File: config.mk
export PLATFORM = sky130hd
export DESIGN_NAME = psg_bus_sequencer
export DESIGN_NICKNAME = d
export VERILOG_FILES = /design/src/rtl/psg_seq_pkg.sv /design/src/rtl/psg_seq_arbiter.sv /design/src/rtl/psg_bus_sequencer.sv
export SDC_FILE = /design/constraint.sdc
export NUM_CORES = 1
export LEC_CHECK = 0
export ABC_AREA = 0
export BUFFER_PORTS_ARGS = -buffer_cell sky130_fd_sc_hd__clkbuf_2
export CAP_MARGIN = 20
export CORE_MARGIN = 2
export CORE_UTILIZATION = 40
export DETAILED_ROUTE_END_ITERATION = 6
export PLACE_DENSITY = 0.72
export SYNTH_ARGS = -nofsm -noshare
export SYNTH_HDL_FRONTEND = slang
export SYNTH_SLANG_ARGS = --single-unit
File: constraint.sdc
create_clock -name i_clk -period 4.19 [get_ports i_clk]
set_clock_uncertainty 0.05 [all_clocks]
set_input_delay 0.419 -clock i_clk [delete_from_list [all_inputs] [get_ports i_clk]]
set_output_delay 0.419 -clock i_clk [all_outputs]
set_load 0.005 [all_outputs]
File: src/rtl/psg_seq_pkg.sv
// rtl/psg_seq_pkg.sv - shared state and bus-mode definitions for the ym2149 PSG bus sequencer
package psg_seq_pkg;

    typedef enum logic [1:0] {
        IDLE = 2'd0,
        ADDR = 2'd1,
        DATA = 2'd2,
        GAP  = 2'd3
    } psg_seq_state_t;

    // {BDIR, BC} encodings driven onto the PSG
    localparam logic [1:0] PSG_BUS_IDLE  = 2'b00;
    localparam logic [1:0] PSG_BUS_READ  = 2'b01;
    localparam logic [1:0] PSG_BUS_WRITE = 2'b10;
    localparam logic [1:0] PSG_BUS_ADDR  = 2'b11;

endpackage

File: src/rtl/psg_seq_arbiter.sv
// rtl/psg_seq_arbiter.sv - two-port fixed-priority arbiter with port-1 starvation guard
module psg_seq_arbiter #(
    parameter int STARVE_LIMIT = 4
) (
    input  logic i_clk,
    input  logic i_reset_n,
    input  logic i_arb_en,
    input  logic i_req0,
    input  logic i_req1,
    output logic o_grant_idx,
    output logic o_grant_valid
);
    import psg_seq_pkg::*;

    localparam int SW = (STARVE_LIMIT < 1) ? 1 : $clog2(STARVE_LIMIT + 1);
    localparam logic [SW-1:0] LIMIT = SW'(STARVE_LIMIT);

    logic [SW-1:0] r_starve_cnt;
    logic          w_force1;

    assign w_force1      = i_req1 && (r_starve_cnt == LIMIT);
    assign o_grant_valid = i_req0 | i_req1;
    assign o_grant_idx   = !i_req0 || w_force1;

    // Counter only moves on arbitration cycles; it counts port-0 wins that made port 1 wait
    always_ff @(posedge i_clk or negedge i_reset_n) begin
        if (!i_reset_n) begin
            r_starve_cnt <= '0;
        end else if (i_arb_en) begin
            if (!i_req1 || o_grant_idx) begin
                r_starve_cnt <= '0;
            end else if (r_starve_cnt != LIMIT) begin
                r_starve_cnt <= r_starve_cnt + 1'b1;
            end
        end
    end

endmodule

File: src/rtl/psg_bus_sequencer.sv
// rtl/psg_bus_sequencer.sv - ym2149 bus master: arbitrates two requesters and runs ADDR/DATA/GAP cycles
// Optional latched-address cache enabled by defining PSG_ADDR_CACHE_EN.
module psg_bus_sequencer #(
    parameter int PHASE_CYCLES = 1,
    parameter int STARVE_LIMIT = 4
) (
    input  logic       i_clk,
    input  logic       i_reset_n,
    input  logic       i_req0,
    input  logic       i_req1,
    input  logic       i_we0,
    input  logic       i_we1,
    input  logic [3:0] i_addr0,
    input  logic [3:0] i_addr1,
    input  logic [7:0] i_wdata0,
    input  logic [7:0] i_wdata1,
    output logic       o_ack0,
    output logic       o_ack1,
    output logic [7:0] o_rdata0,
    output logic [7:0] o_rdata1,
    input  logic       i_cache_inv,
    output logic       o_psg_bdir,
    output logic       o_psg_bc,
    output logic [7:0] o_psg_di,
    input  logic [7:0] i_psg_do,
    output logic       o_busy
);
    import psg_seq_pkg::*;

    localparam logic [3:0] PHASE_RELOAD = 4'(PHASE_CYCLES - 1);

    psg_seq_state_t r_state;
    psg_seq_state_t w_state_nxt;
    logic [3:0]     r_phase_cnt;
    logic           r_grant;
    logic           r_we;
    logic [3:0]     r_addr;
    logic [7:0]     r_wdata;
    logic [7:0]     r_rdata0;
    logic [7:0]     r_rdata1;

    logic           w_arb_en;
    logic           w_grant_idx;
    logic           w_grant_valid;
    logic           w_phase_done;
    logic           w_first_gap;
    logic           w_hit;
    logic [3:0]     w_sel_addr;
    logic [1:0]     w_bus;

    assign w_arb_en     = (r_state == IDLE);
    assign w_phase_done = (r_phase_cnt == 4'd0);
    assign w_sel_addr   = w_grant_idx ? i_addr1 : i_addr0;

    psg_seq_arbiter #(
        .STARVE_LIMIT (STARVE_LIMIT)
    ) u_arbiter (
        .i_clk         (i_clk),
        .i_reset_n     (i_reset_n),
        .i_arb_en      (w_arb_en),
        .i_req0        (i_req0),
        .i_req1        (i_req1),
        .o_grant_idx   (w_grant_idx),
        .o_grant_valid (w_grant_valid)
    );

`ifdef PSG_ADDR_CACHE_EN
    logic       r_cache_valid;
    logic [3:0] r_cache_addr;

    // An invalidate in the same cycle as the ADDR exit leaves the cache invalid
    always_ff @(posedge i_clk or negedge i_reset_n) begin
        if (!i_reset_n) begin
            r_cache_valid <= 1'b0;
            r_cache_addr  <= 4'h0;
        end else if (i_cache_inv) begin
            r_cache_valid <= 1'b0;
        end else if (r_state == ADDR && w_phase_done) begin
            r_cache_valid <= 1'b1;
            r_cache_addr  <= r_addr;
        end
    end

    assign w_hit = r_cache_valid && !i_cache_inv && (r_cache_addr == w_sel_addr);
`else
    logic w_unused_cache_inv;
    assign w_unused_cache_inv = i_cache_inv;
    assign w_hit              = 1'b0;
`endif

    always_comb begin
        w_state_nxt = r_state;
        case (r_state)
            IDLE: if (w_grant_valid) w_state_nxt = w_hit ? DATA : ADDR;
            ADDR: if (w_phase_done)  w_state_nxt = DATA;
            DATA: if (w_phase_done)  w_state_nxt = GAP;
            GAP:  if (w_phase_done)  w_state_nxt = IDLE;
            default:                 w_state_nxt = IDLE;
        endcase
    end

    always_ff @(posedge i_clk or negedge i_reset_n) begin
        if (!i_reset_n) begin
            r_state     <= IDLE;
            r_phase_cnt <= PHASE_RELOAD;
        end else begin
            r_state <= w_state_nxt;
            if (w_state_nxt != r_state) begin
                r_phase_cnt <= PHASE_RELOAD;
            end else if (r_state != IDLE && !w_phase_done) begin
                r_phase_cnt <= r_phase_cnt - 4'd1;
            end
        end
    end

    always_ff @(posedge i_clk or negedge i_reset_n) begin
        if (!i_reset_n) begin
            r_grant  <= 1'b0;
            r_we     <= 1'b0;
            r_addr   <= 4'h0;
            r_wdata  <= 8'h00;
            r_rdata0 <= 8'h00;
            r_rdata1 <= 8'h00;
        end else begin
            if (r_state == IDLE && w_grant_valid) begin
                r_grant <= w_grant_idx;
                r_we    <= w_grant_idx ? i_we1    : i_we0;
                r_addr  <= w_sel_addr;
                r_wdata <= w_grant_idx ? i_wdata1 : i_wdata0;
            end
            // DO is sampled on the last DATA clock so RDATA is valid alongside ACK
            if (r_state == DATA && w_phase_done && !r_we) begin
                if (r_grant) r_rdata1 <= i_psg_do;
                else         r_rdata0 <= i_psg_do;
            end
        end
    end

    always_comb begin
        w_bus    = PSG_BUS_IDLE;
        o_psg_di = 8'h00;
        case (r_state)
            ADDR: begin
                w_bus    = PSG_BUS_ADDR;
                o_psg_di = {4'h0, r_addr};
            end
            DATA: begin
                w_bus    = r_we ? PSG_BUS_WRITE : PSG_BUS_READ;
                o_psg_di = r_we ? r_wdata : 8'h00;
            end
            default: begin
                w_bus    = PSG_BUS_IDLE;
                o_psg_di = 8'h00;
            end
        endcase
    end

    assign w_first_gap = (r_state == GAP) && (r_phase_cnt == PHASE_RELOAD);
    assign o_psg_bdir  = w_bus[1];
    assign o_psg_bc    = w_bus[0];
    assign o_ack0      = w_first_gap && !r_grant;
    assign o_ack1      = w_first_gap && r_grant;
    assign o_rdata0    = r_rdata0;
    assign o_rdata1    = r_rdata1;
    assign o_busy      = (r_state != IDLE);

endmodule

## Word-level counts from Yosys, hierarchy flattened

Index checks and enable logic that the tools add are counted.
Widths: inputs -> output; s select.

- Flip-flop bits (word level): 39
- Input bits: 39

- $add $sub $neg: 2
- Equality and inequality tests: 6
- Multiplexer cells: 16
- Bitwise operators: 2
- Reductions and logical operators: 23

Operator list:

| operator | count |
|---|---|
| $mux 8 | 2 |
| $pmux 8 s2 | 1 |
| $mux 4 | 3 |
| $mux 2 | 5 |
| $logic_and 1x1->1 | 8 |
| $pmux 2 s4 | 1 |
| $mux 3 | 2 |
| $reduce_and 2->1 | 3 |
| $reduce_bool 2->1 | 3 |
| $logic_not 1->1 | 5 |
| $eq 2x2->1 const B | 2 |
| $logic_not 4->1 | 1 |
| $pmux 2 s2 | 1 |
| $sub 4x1->4 const B | 1 |
| $add 3x1->3 const B | 1 |
| $eq 3x3->1 const B | 1 |
| $ne 3x3->1 const B | 1 |
| $eq 2x1->1 const B | 1 |
| $logic_not 2->1 | 1 |
| $logic_or 1x1->1 | 2 |
| $ne 2x2->1 | 1 |
| $mux 1 | 1 |
| $not 1->1 | 1 |
| $or 1x1->1 | 1 |

## Logic depth before layout (Yosys ltp)

- Word-level depth: 6
- Mapped depth: 8
- Gate-level depth less buffers: 6

## Modules after synthesis

From an unflattened synthesis, not the netlist that was laid out.

- Cells, all modules: 191
- Area total of the unflattened synthesis: 2069.5 um2

Modules (own cells, without submodules):

| module | instances | cells each | area each (um2) | sequential area each (um2) |
|---|---|---|---|---|
| psg_bus_sequencer | 1 | 170 | 1866.8 | 900.9 |
| psg_seq_arbiter | 1 | 21 | 202.7 | 75.1 |

## Least setup slack after synthesis

OpenSTA, ideal clock, no wires.

- Path kind: register to output
- From: reg r_state[0]
- To: out o_psg_di[4]
- Arrival time: 1.394 ns
- Data required time: 3.721 ns
- Setup slack: 2.327 ns
- Stages on the path, launching flop included: 6
- Cell sequence: dfrtp_1 > inv_1 > ha_1 > and3_1 > clkbuf_1 > and2_1

- Longest elaborated chain between the ends: 2
- Elaborated cells on any way between the ends: 3
- Those cells by class: eq/ne: 2; mux: 1

Ends and longest elaborated chain:

| what | RTL line | RTL |
|---|---|---|
| start, declared | psg_bus_sequencer.sv:32 | `psg_seq_state_t r_state;` |
| start signal, assigned | psg_bus_sequencer.sv:107 | `r_state <= w_state_nxt;` |
| $eq 2x2->1 / $eq 2x1->1 (equally long branches) | psg_bus_sequencer.sv:142 | `case (r_state)` |
| $pmux 8 s2 (*) | psg_bus_sequencer.sv:142 |  |
| end, declared | psg_bus_sequencer.sv:24 | `output logic [7:0] o_psg_di,` |

Every way passes the cells marked *; elsewhere a longest branch is shown, timed or not.

## Final worst setup path

- From: reg r_state[1]
- To: out o_psg_di[1]

Same word-level chain as after synthesis.

==> flow_summary.toml <==
[drt]
dr_wl_met3_um = 255
viasPerCell = 4.82
drtPass1Iterations = 4
ant_nets = 0
drt_wl_total_um = 3880
highest_layer = "met4"
wl_met2_um = 1770
drc = 0
drt_iter0_markers = 42
vias = 1532
met1_length_um = 1780
wl_per_cell_um = 12.2

[timing]
setup_viol = 0
max-slew-margin-rel_pct = 36.3
rsz0062_at_grt = "false"
final_max_slew_viol_count = 0
fmax_mhz = 405
finalCriticalPeriod_ns = 2.47
hold_viol = 0
setup_tns_ns = 0
fin_crit_sh_pct = 58.9
worst_pin_slew_ns = 0.955
setup_ws_ns = 1.72

[floorplanning]
chipWidth_um = 74.9
ios = 68
start_util_pct = 42.0
core_area_um2 = 4790
rows = 25
dieArea_um2 = 5610
die_h_um = 74.9

[setup_path]
critPathKind = "reg -> out"
worst_ep_arrival_time_ns = 2.00
critical_path.cell_chain = "inv_1 -> ha_1 -> and3_1 -> a32o_1 -> clkbuf_2"
crit_path_max_incr_delay_ns = 0.47
cpLargestDelayFamily = "flip-flops"
cp-start-kind = "flop"
slowest_stage = "dfrtp_1"
critPathBufInv = 2
critPathCaptureType = "primary output"
crit_required_ns = 3.72
path_max_fanout = 9

[run]
drv_cap = 0

[placement]
gp_congestion = 0.815
pre_cts_slack_ns = 2.06
dp_hpwl_um = 2840
place_inst = 310
io_buffers = 66

[cells_and_area]
post-route-util_pct = 51.4
area_growth_pct = 22.5
fin_cells = 318
drive_gt1_share_pct = 37.8
multi_input_area_um2 = 945
final_net_count = 296
regArea_um2 = 976
nFillCells = 467
antenna_cells = 0

[clock_tree]
cts-htree-levels = 2
hold_buffers = 0
cts_buffers = 5
clock_sinks = 39
path_clk_slew_ns = 0.08
worstSkewPairLatency_ns = 0.29
cts_buffer_depth = 2
cts_tree = "done"
cts_resized = 0
root_buffer = "clkbuf_8"
postCtsSetupRepairBufs = 0

[grt]
overflow = 0
grt_pass1_vias = 1466
antenna_found_initial = 0
track_usage_pct = 14.9
grt_pass1_wl_um = 6370
grt_max_degree = 40

[logic_synthesis]
synth_xor_area_share_pct = 0.436
synth_ff_type = "dfrtp_1"
synth_fa_ha_area_share_pct = 4.36
synth.mux.area_fraction_pct = 15.4
synth_top_area_share_pct = 48.6
yosysWarnings = 0
synth_compound_area_share_pct = 12.5
syn_inst = 185
synth-edff-count = 0
synth_area_um2 = 2010
postSynthAreaPerCell_um2 = 10.9
synth_top_family_by_area = "multiplexers"
yosysUniqueCellTypes = 39
synth-simple-area-share_pct = 14.3
async_flop_share_pct = 100
syn-num-nets = 231
yosys.area.top_type = "dfrtp_1"
synth_area_leaders = "dfrtp_1 49%, mux2_2 9.0%, mux2i_1 6.5%"
synth_seq_cells = 39
ys_seq_area_share_pct = 48.6

[pwr]
pwr_density_cell_nw_per_um2 = 642
p_leak_nw = 1.22
vdd_drop_max_mv = 0.361

[outcome]
outcome = "complete, no violations"

[min_path]
hold_class = "in -> async"
[routing by layer]
metal,GRT usage [%],vias to the layer above
met5,0,-
met4,6.75,0
met3,3.61,7
met2,24.0,59
met1,19.0,685
li1,-,781
[cell usage in the layout, fill, tap and decap left out, types with 2 or more instances in the layout]
cell type / netlist / routed
and2_1: 5 / 5
a32o_1: 4 / 4
clkbuf_8: 0 / 5
nor3b_1: 3 / 3
inv_1: 9 / 9
nand2b_1: 2 / 2
nor2_1: 12 / 12
dfrtp_1: 39 / 39
ha_1: 7 / 7
o21ai_0: 17 / 17
a32oi_1: 2 / 2
or3_1: 2 / 2
and3_1: 2 / 2
clkbuf_2: 0 / 66
nor3_1: 2 / 2
o21a_1: 2 / 2
mux2i_1: 13 / 13
a21oi_1: 3 / 3
a21o_1: 2 / 2
o22ai_1: 2 / 2
nand2_1: 17 / 17
mux2_2: 16 / 16
nand3_1: 2 / 2
[final timing paths]
kind / from / to / slack (ns) / depth (start not counted)
min in group i_clk: i_psg_do[4] / o_rdata1[4] / 0.32 / 2
setup / recovery: r_state[1] / o_psg_di[1] / 1.72 / 5
hold reg to reg: r_wdata[6] / r_wdata[6] / 0.43 / 2
max in group asynchronous: i_reset_n / o_rdata1[1] / 3.28 / 1
setup reg to reg: r_state[1] / r_phase_cnt[1] / 2.09 / 6
hold / removal: i_reset_n / r_addr[0] / 0.21 / 1
[layout make-up]
| type | count | area share (%) |
|---|---|---|
| Inverter | 9 | 1.37 |
| Multi-Input combinational cell | 128 | 38.4 |
| Sequential cell | 39 | 39.7 |
| Timing Repair Buffer | 67 | 13.7 |
| Tap cell | 67 | 3.41 |
| Clock inverter | 2 | 0.508 |
| Clock buffer | 6 | 2.95 |
[synth_stat cells, drive strengths merged (2+ instances only)]
cell type / number
clkbuf: 3
nand2: 17
and3: 2
nor3b: 4
o21ai: 18
nor2: 13
and2: 5
o22ai: 2
inv: 9
o21a: 2
a32oi: 2
mux2i: 13
nand3: 3
mux2: 16
nor3: 2
nand2b: 2
a32o: 4
or3: 2
a21oi: 3
buf: 6
ha: 7
a21o: 2
dfrtp: 39
[stage by stage]
stage / total power [mW] / area [um2] / hold slack, ns
finish: 1.58 / 2460 / 0.214
detailed placement: 1.35 / 2380 / 0.418
CTS: 1.60 / 2460 / 0.260
floorplan: 1.10 / 2010 / 0.0734
global placement: 1.33 / 2380 / 0.404
global route: 1.73 / 2460 / 0.291
[sequential cells by signal, indices dropped and copies added, names as in the netlist]
signal / flops
r_addr: 4
u_arbiter.r_starve_cnt: 3
r_state: 2
r_wdata: 8
r_grant: 1
o_rdata0: 8
r_phase_cnt: 4
r_we: 1
o_rdata1: 8
[cell families after synthesis]
kind of cell / count (synthesis)
mux: 29
fa+ha+maj: 7
buf+inv: 18
simple gates: 53
xor+xnor: 1
compound gates: 38
flops: 39
[report_power, final]
group          total [mW]  internal, mW  switching [mW]
registers           0.646         0.542           0.104
clock network       0.248         0.116           0.132
logic               0.686         0.334           0.352
total                1.58         0.992           0.588
No activity file was read; power rests on OpenSTA's default activity.
